==> config.mk <==
export PLATFORM = sky130hd
export DESIGN_NAME = biquad8_coeff_loader
export DESIGN_NICKNAME = d
export VERILOG_FILES = /design/src/rtl/biquad8_coeff_loader.sv
export SDC_FILE = /design/constraint.sdc
export NUM_CORES = 1
export LEC_CHECK = 0
export ABC_AREA = 1
export CAP_MARGIN = 5
export CORE_UTILIZATION = 53
export DETAILED_ROUTE_END_ITERATION = 10
export PLACE_DENSITY = 0.77
export SYNTH_ARGS = -nofsm -noshare
export SYNTH_HDL_FRONTEND = slang
export SYNTH_SLANG_ARGS = --single-unit
==> constraint.sdc <==
create_clock -name clk -period 10.6 [get_ports clk]
set_input_delay 2.12 -clock clk [delete_from_list [all_inputs] [get_ports clk]]
set_output_delay 2.12 -clock clk [all_outputs]
set_load 0.01 [all_outputs]
==> src/rtl/biquad8_coeff_loader.sv <==
`default_nettype none
// ============================================================================
//  Module   : biquad8_coeff_loader
//  Purpose  : Shadow coefficient bank plus load sequencer for the 8x pole-FIR
//             biquad. A commit snapshots the bank and streams the F and G
//             words into the B1 cascades in shift order. A single update
//             pulse then moves every B1 value into B2 at the same time.
//  Revision : 1.0  initial release
// ============================================================================
module biquad8_coeff_loader #(
    parameter int NCBITS  = 18,
    parameter int F_LEN   = 8,
    parameter int G_LEN   = 9,
    parameter int G_BASE  = 16,
    parameter int DAT_LAG = 2
) (
    input  logic              clk,
    input  logic              rst,
    input  logic              cfg_wr_i,
    input  logic [4:0]        cfg_adr_i,
    input  logic [NCBITS-1:0] cfg_dat_i,
    input  logic              commit_i,
    output logic              busy_o,
    output logic              pending_o,
    output logic              done_o,
    output logic              loaded_o,
    output logic              cfg_err_o,
    output logic [4:0]        coeff_adr_o,
    output logic              coeff_wr_o,
    output logic              coeff_update_o,
    output logic [NCBITS-1:0] coeff_dat_o
);

    localparam int         c_NW     = F_LEN + G_LEN;
    localparam logic [4:0] c_F_ADR  = 5'(F_LEN - 1);
    localparam logic [4:0] c_G_ADR  = 5'(G_BASE + G_LEN - 1);
    localparam logic [4:0] c_F_LAST = 5'(F_LEN - 1);
    localparam logic [4:0] c_G_LAST = 5'(G_LEN - 1);
    localparam logic [4:0] c_D_LAST = 5'(DAT_LAG - 1);
    localparam logic [4:0] c_TOP    = 5'(c_NW - 1);

    localparam logic [2:0] c_IDLE   = 3'd0;
    localparam logic [2:0] c_LOAD_F = 3'd1;
    localparam logic [2:0] c_LOAD_G = 3'd2;
    localparam logic [2:0] c_DRAIN  = 3'd3;
    localparam logic [2:0] c_UPDATE = 3'd4;
    localparam logic [2:0] c_DONE   = 3'd5;

    logic [2:0]        r_state;
    logic [4:0]        r_cnt;
    logic              r_pending;
    logic              r_loaded;
    logic              r_err;
    logic [4:0]        r_adr;
    logic [NCBITS-1:0] r_shadow [c_NW];
    logic [NCBITS-1:0] r_active [c_NW];
    logic [NCBITS-1:0] r_pd     [DAT_LAG];

    logic              w_map_ok;
    logic [4:0]        w_map_idx;
    logic              w_start;
    logic              w_busy;
    logic              w_wr;
    logic [4:0]        w_rd_idx;
    logic [NCBITS-1:0] w_word;

    // Translate a host address into a flat bank index (F words first, then G)
    always_comb begin
        w_map_ok  = 1'b0;
        w_map_idx = 5'd0;
        if (int'(cfg_adr_i) < F_LEN) begin
            w_map_ok  = 1'b1;
            w_map_idx = cfg_adr_i;
        end else if ((int'(cfg_adr_i) >= G_BASE) && (int'(cfg_adr_i) < G_BASE + G_LEN)) begin
            w_map_ok  = 1'b1;
            w_map_idx = 5'(int'(cfg_adr_i) - G_BASE + F_LEN);
        end
    end

    assign w_busy  = (r_state == c_LOAD_F) || (r_state == c_LOAD_G) ||
                     (r_state == c_DRAIN)  || (r_state == c_UPDATE);
    assign w_wr    = (r_state == c_LOAD_F) || (r_state == c_LOAD_G);
    // A load starts from IDLE on a commit, or from DONE on a queued or fresh commit
    assign w_start = ((r_state == c_IDLE) && commit_i) ||
                     ((r_state == c_DONE) && (r_pending || commit_i));

    // Host-side shadow bank, writable at any time
    always_ff @(posedge clk) begin
        if (rst) begin
            for (int k = 0; k < c_NW; k++) r_shadow[k] <= '0;
        end else if (cfg_wr_i && w_map_ok) begin
            r_shadow[w_map_idx] <= cfg_dat_i;
        end
    end

    // Sticky flag for writes that hit no coefficient
    always_ff @(posedge clk) begin
        if (rst)                        r_err <= 1'b0;
        else if (cfg_wr_i && !w_map_ok) r_err <= 1'b1;
    end

    // Snapshot at load start; a same-cycle host write is folded in
    always_ff @(posedge clk) begin
        if (rst) begin
            for (int k = 0; k < c_NW; k++) r_active[k] <= '0;
        end else if (w_start) begin
            for (int k = 0; k < c_NW; k++) begin
                r_active[k] <= (cfg_wr_i && w_map_ok && (w_map_idx == 5'(k))) ?
                               cfg_dat_i : r_shadow[k];
            end
        end
    end

    // Highest index goes first so it ends up in the deepest DSP of each chain
    always_comb begin
        w_rd_idx = 5'd0;
        if (r_state == c_LOAD_F)      w_rd_idx = c_F_LAST - r_cnt;
        else if (r_state == c_LOAD_G) w_rd_idx = c_TOP - r_cnt;
    end
    assign w_word = r_active[w_rd_idx];

    // Load sequencer: F words, G words, drain the data lag, update, done
    always_ff @(posedge clk) begin
        if (rst) begin
            r_state   <= c_IDLE;
            r_cnt     <= 5'd0;
            r_pending <= 1'b0;
            r_loaded  <= 1'b0;
            r_adr     <= 5'd0;
        end else begin
            if (w_busy && commit_i) r_pending <= 1'b1;
            case (r_state)
                c_IDLE, c_DONE: begin
                    if (w_start) begin
                        r_state   <= c_LOAD_F;
                        r_cnt     <= 5'd0;
                        r_adr     <= c_F_ADR;
                        r_loaded  <= 1'b0;
                        r_pending <= 1'b0;
                    end else begin
                        r_state <= c_IDLE;
                    end
                end
                c_LOAD_F: begin
                    if (r_cnt == c_F_LAST) begin
                        r_state <= c_LOAD_G;
                        r_cnt   <= 5'd0;
                        r_adr   <= c_G_ADR;
                    end else begin
                        r_cnt <= r_cnt + 5'd1;
                    end
                end
                c_LOAD_G: begin
                    if (r_cnt == c_G_LAST) begin
                        r_state <= c_DRAIN;
                        r_cnt   <= 5'd0;
                    end else begin
                        r_cnt <= r_cnt + 5'd1;
                    end
                end
                c_DRAIN: begin
                    if (r_cnt == c_D_LAST) begin
                        r_state <= c_UPDATE;
                        r_cnt   <= 5'd0;
                    end else begin
                        r_cnt <= r_cnt + 5'd1;
                    end
                end
                c_UPDATE: begin
                    r_state  <= c_DONE;
                    r_loaded <= 1'b1;
                end
                default: r_state <= c_IDLE;
            endcase
        end
    end

    // Data lag line; the first stage holds between loads so the output holds too
    always_ff @(posedge clk) begin
        if (rst)       r_pd[0] <= '0;
        else if (w_wr) r_pd[0] <= w_word;
    end

    for (genvar g = 1; g < DAT_LAG; g++) begin : g_dat_stage
        // Pure delay stage matching the datapath CEB1 register
        always_ff @(posedge clk) begin
            if (rst) r_pd[g] <= '0;
            else     r_pd[g] <= r_pd[g-1];
        end
    end

    assign busy_o         = w_busy;
    assign pending_o      = r_pending;
    assign done_o         = (r_state == c_DONE);
    assign loaded_o       = r_loaded;
    assign cfg_err_o      = r_err;
    assign coeff_adr_o    = r_adr;
    assign coeff_wr_o     = w_wr;
    assign coeff_update_o = (r_state == c_UPDATE);
    assign coeff_dat_o    = r_pd[DAT_LAG-1];

endmodule
`default_nettype wire
==> metrics.cfg <==
[status]
outcome = completed

[final_layout]
drive_gt1_share_pct = 5.47
fin_util_pct = 59.0
nNetsFinal = 3110
diodes = 0
area_growth_pct = 9.72
n_fill_cell = 4518
instances_no_fill = 3883

[setup_path]
worstSetupPathType = input port to flop
crit_required_ps = 10830
cp_max_fo = 58
crit_path_start_kind = input port
crit_arrival_ps = 5630
reg2reg_to = r_pd[0][2]$_SDFFCE_PN0P_
r2r_cells = 13
crit_chain = clkdlybuf4s50_1 -> inv_1 -> ha_1 -> inv_1 -> nand2_1 -> nand3_1 -> nand3b_2 -> nand2_1 -> nor3_4 -> buf_4 -> nand2_1 -> nand2_1
slowest_delay_ps = 750
crit_path_end = r_shadow[2][13]$_SDFFCE_PN0P_
critPathBufInv = 4
timing.rr.start = r_state[2]$_SDFFE_PP0P_
r2r_slack_ps = 6110
worstSetupPathDepth = 12
critPathLaunch = cfg_adr_i[3]
cp_slowest_cell = nand2_1
critical_path.top_delay_family = simple AND/OR/NAND/NOR gates
cp-end-kind = flop
cp_common_cell = nand2_1

[synth]
ys_ff_latch = 661
syn_avg_cell_area_um2 = 9.66
synth_area_um2 = 30400
yosys_warnings = 0
synth_cells = 3145
syn_nets = 3179
yosysUniqueCellTypes = 37
ys_async_sr_fraction_pct = 0
ys_seq_area_share_pct = 64.3
synth-edff-count = 630
synth_flop_cell = edfxtp_1

[clock_tree]
clkSinkCount = 661
holdBufCountCts = 0
post_cts_resize_count = 0
cts_max_level = 3
clk_latency_ps = 620
cts.clk_slew.worst_paths_ps = 60
cts_inserted_buffers = 68
clk_path_buf_depth = 3
cts_root_buffer = clkbuf_16
cts_tree = yes
cts_setup_buffers = 0

[floorplan]
dieHeight_um = 241
coreArea_um2 = 56500
io_pins = 57
die_area_um2 = 58300
num_rows = 87
die_w_um = 241
start_util_pct = 53.8

[grt]
grt_first_pass_wirelength_um = 127000
grt_max_degree = 140
grt_pass1_vias = 21600
grt_usage_pct = 29.0
grt-ovfl-total = 0
antenna_found_initial = 0

[placed_design]
place_inst = 3762
portBuffers = 56
gp_congestion = 0.901
place_ws_ps = 4670
dp_hpwl_um = 50300

[sta]
tns_ps = 0
fin_crit_ps = 5410
fin_worst_skew_ps = 23.3
max_freq_mhz = 185
min_period_over_period_pct = 51.0
tightestPinTransition_ps = 1170
final_max_slew_viol_count = 0
fin_ws_ps = 5190
rsz0062_at_grt = false
slew_headroom_pct = 21.5
hold_viol_final = 0
setup_viol = 0

[drt]
viasPerCell = 6.06
dr.pass1.iters = 9
drt-total-wl_um = 84200
drtAntennaViolNets = 0
drt-initial-drc-count = 3507
post_drt_wl_per_cell_um = 21.7
drc = 0
num_vias = 23500

[pwr]
powerDensity_nw_per_um2 = 234
ir_worst_vdd_v = 0.000157
power.leakage_nw = 13.4

[flow_run]
maxCapViolCount = 0

[min_path]
hp-class = flop to flop

## worst min-delay path by stage
stage                                          from  slack (ps)                     end  cells after the start
final                     r_pd[0][10]$_SDFFCE_PN0P_         450  r_pd[1][10]$_SDFF_PP0_                      2
after CTS                 r_pd[0][10]$_SDFFCE_PN0P_         450  r_pd[1][10]$_SDFF_PP0_                      2
after global routing      r_pd[0][10]$_SDFFCE_PN0P_         480  r_pd[1][10]$_SDFF_PP0_                      2
after detailed placement  r_pd[0][10]$_SDFFCE_PN0P_         440  r_pd[1][10]$_SDFF_PP0_                      2
after floorplan            r_pd[0][0]$_SDFFCE_PN0P_         430   r_pd[1][0]$_SDFF_PP0_                      2
after global placement     r_pd[0][0]$_SDFFCE_PN0P_         440   r_pd[1][0]$_SDFF_PP0_                      2
## Yosys cell counts (all sizes together), types with 9 or more instances
library cell / n / share of area [%]
clkbuf: 135 / 1.7
nand3b: 20 / 0.52
buf: 98 / 1.6
o21ai: 98 / 1.6
nand2: 688 / 8.6
edfxtp: 630 / 62
inv: 267 / 3.3
dfxtp: 31 / 2.0
nand3: 444 / 7.4
a21oi: 317 / 5.2
nor2: 385 / 4.9
nand4: 9 / 0.23
## state kept, by name, indices dropped and copies added, names as in the netlist
name         count
pending_o        1
r_active       306
cfg_err_o        1
coeff_adr_o      2
r_state          3
r_cnt            5
loaded_o         1
r_pd            36
r_shadow       306
## tightest hold or removal path, cell delays in order (launching register included)
cell and delay [ps]:
edfxtp_1 310, inv_1 30, nor2_1 60
## per-stage QoR
| step | power, mW | hold slack, ps | area [µm²] |
|---|---|---|---|
| after floorplan | 4.82 | 425 | 30400 |
| after global placement | 5.44 | 438 | 31200 |
| after detailed placement | 5.48 | 436 | 31200 |
| after CTS | 7.76 | 450 | 33300 |
| after global routing | 8.09 | 481 | 33300 |
| final | 7.81 | 447 | 33300 |
## cell type report
class	count	area (µm²)	share of cell area, %
well taps	756	946	2.84
multi-input cells	1981	8870	26.6
repair buffers	94	847	2.54
clock inverters	31	302	0.905
flip-flops and latches	661	19500	58.6
inverters	270	1020	3.06
clock buffers	90	1810	5.42
## cell usage in the layout (no fill, tap or decap), types with 5 or more instances in the layout
master           Yosys  routed
o21ai_1             14      14
ha_1                 7       7
buf_4                8      38
clkbuf_16            0      69
edfxtp_1           630     630
clkbuf_1           134      21
clkinv_1             3      15
a21oi_1            317     317
nand2_2              8       7
o21ai_0             82      82
nand2_1            679     678
inv_2               17      16
nand4_1              8       8
clkinv_2             0       8
bufinv_16            0       5
dfxtp_1             31      31
inv_1              250     250
nor2_1             377     377
nand3_1            442     442
nand3b_1            18      18
clkdlybuf4s50_1      0      55
## where the power goes
group / internal, mW / switching (mW) / total [mW] / leakage (nW)
Sequential: 3.39 / 0.143 / 3.53 / 6.65
Combinational: 0.511 / 1.45 / 1.96 / 5.75
Clock: 1.33 / 0.990 / 2.32 / 1.02
Total: 5.22 / 2.59 / 7.81 / 13.4
## kinds of logic (layout without fill, tap and decap cells)
group	Yosys count	count (layout)	share of synthesized area (%)
AOI/OAI and AO/OA	424	424	7.09
DFF	661	661	64.3
buffers and inverters	503	485	6.59
xor gates and xnor gates	1	1	0.0288
and+or+nand+nor	1549	1549	21.7
adders and majority gates	7	7	0.288
## layer usage
layer	part of all wire (%)	up-vias	track usage (%)
li1	-	10500	-
met1	38	11100	40.8
met2	44	1705	43.1
met3	13	240	5.81
met4	4.8	0	14.3
met5	0	-	0
Power figures use the tool's default switching activity.
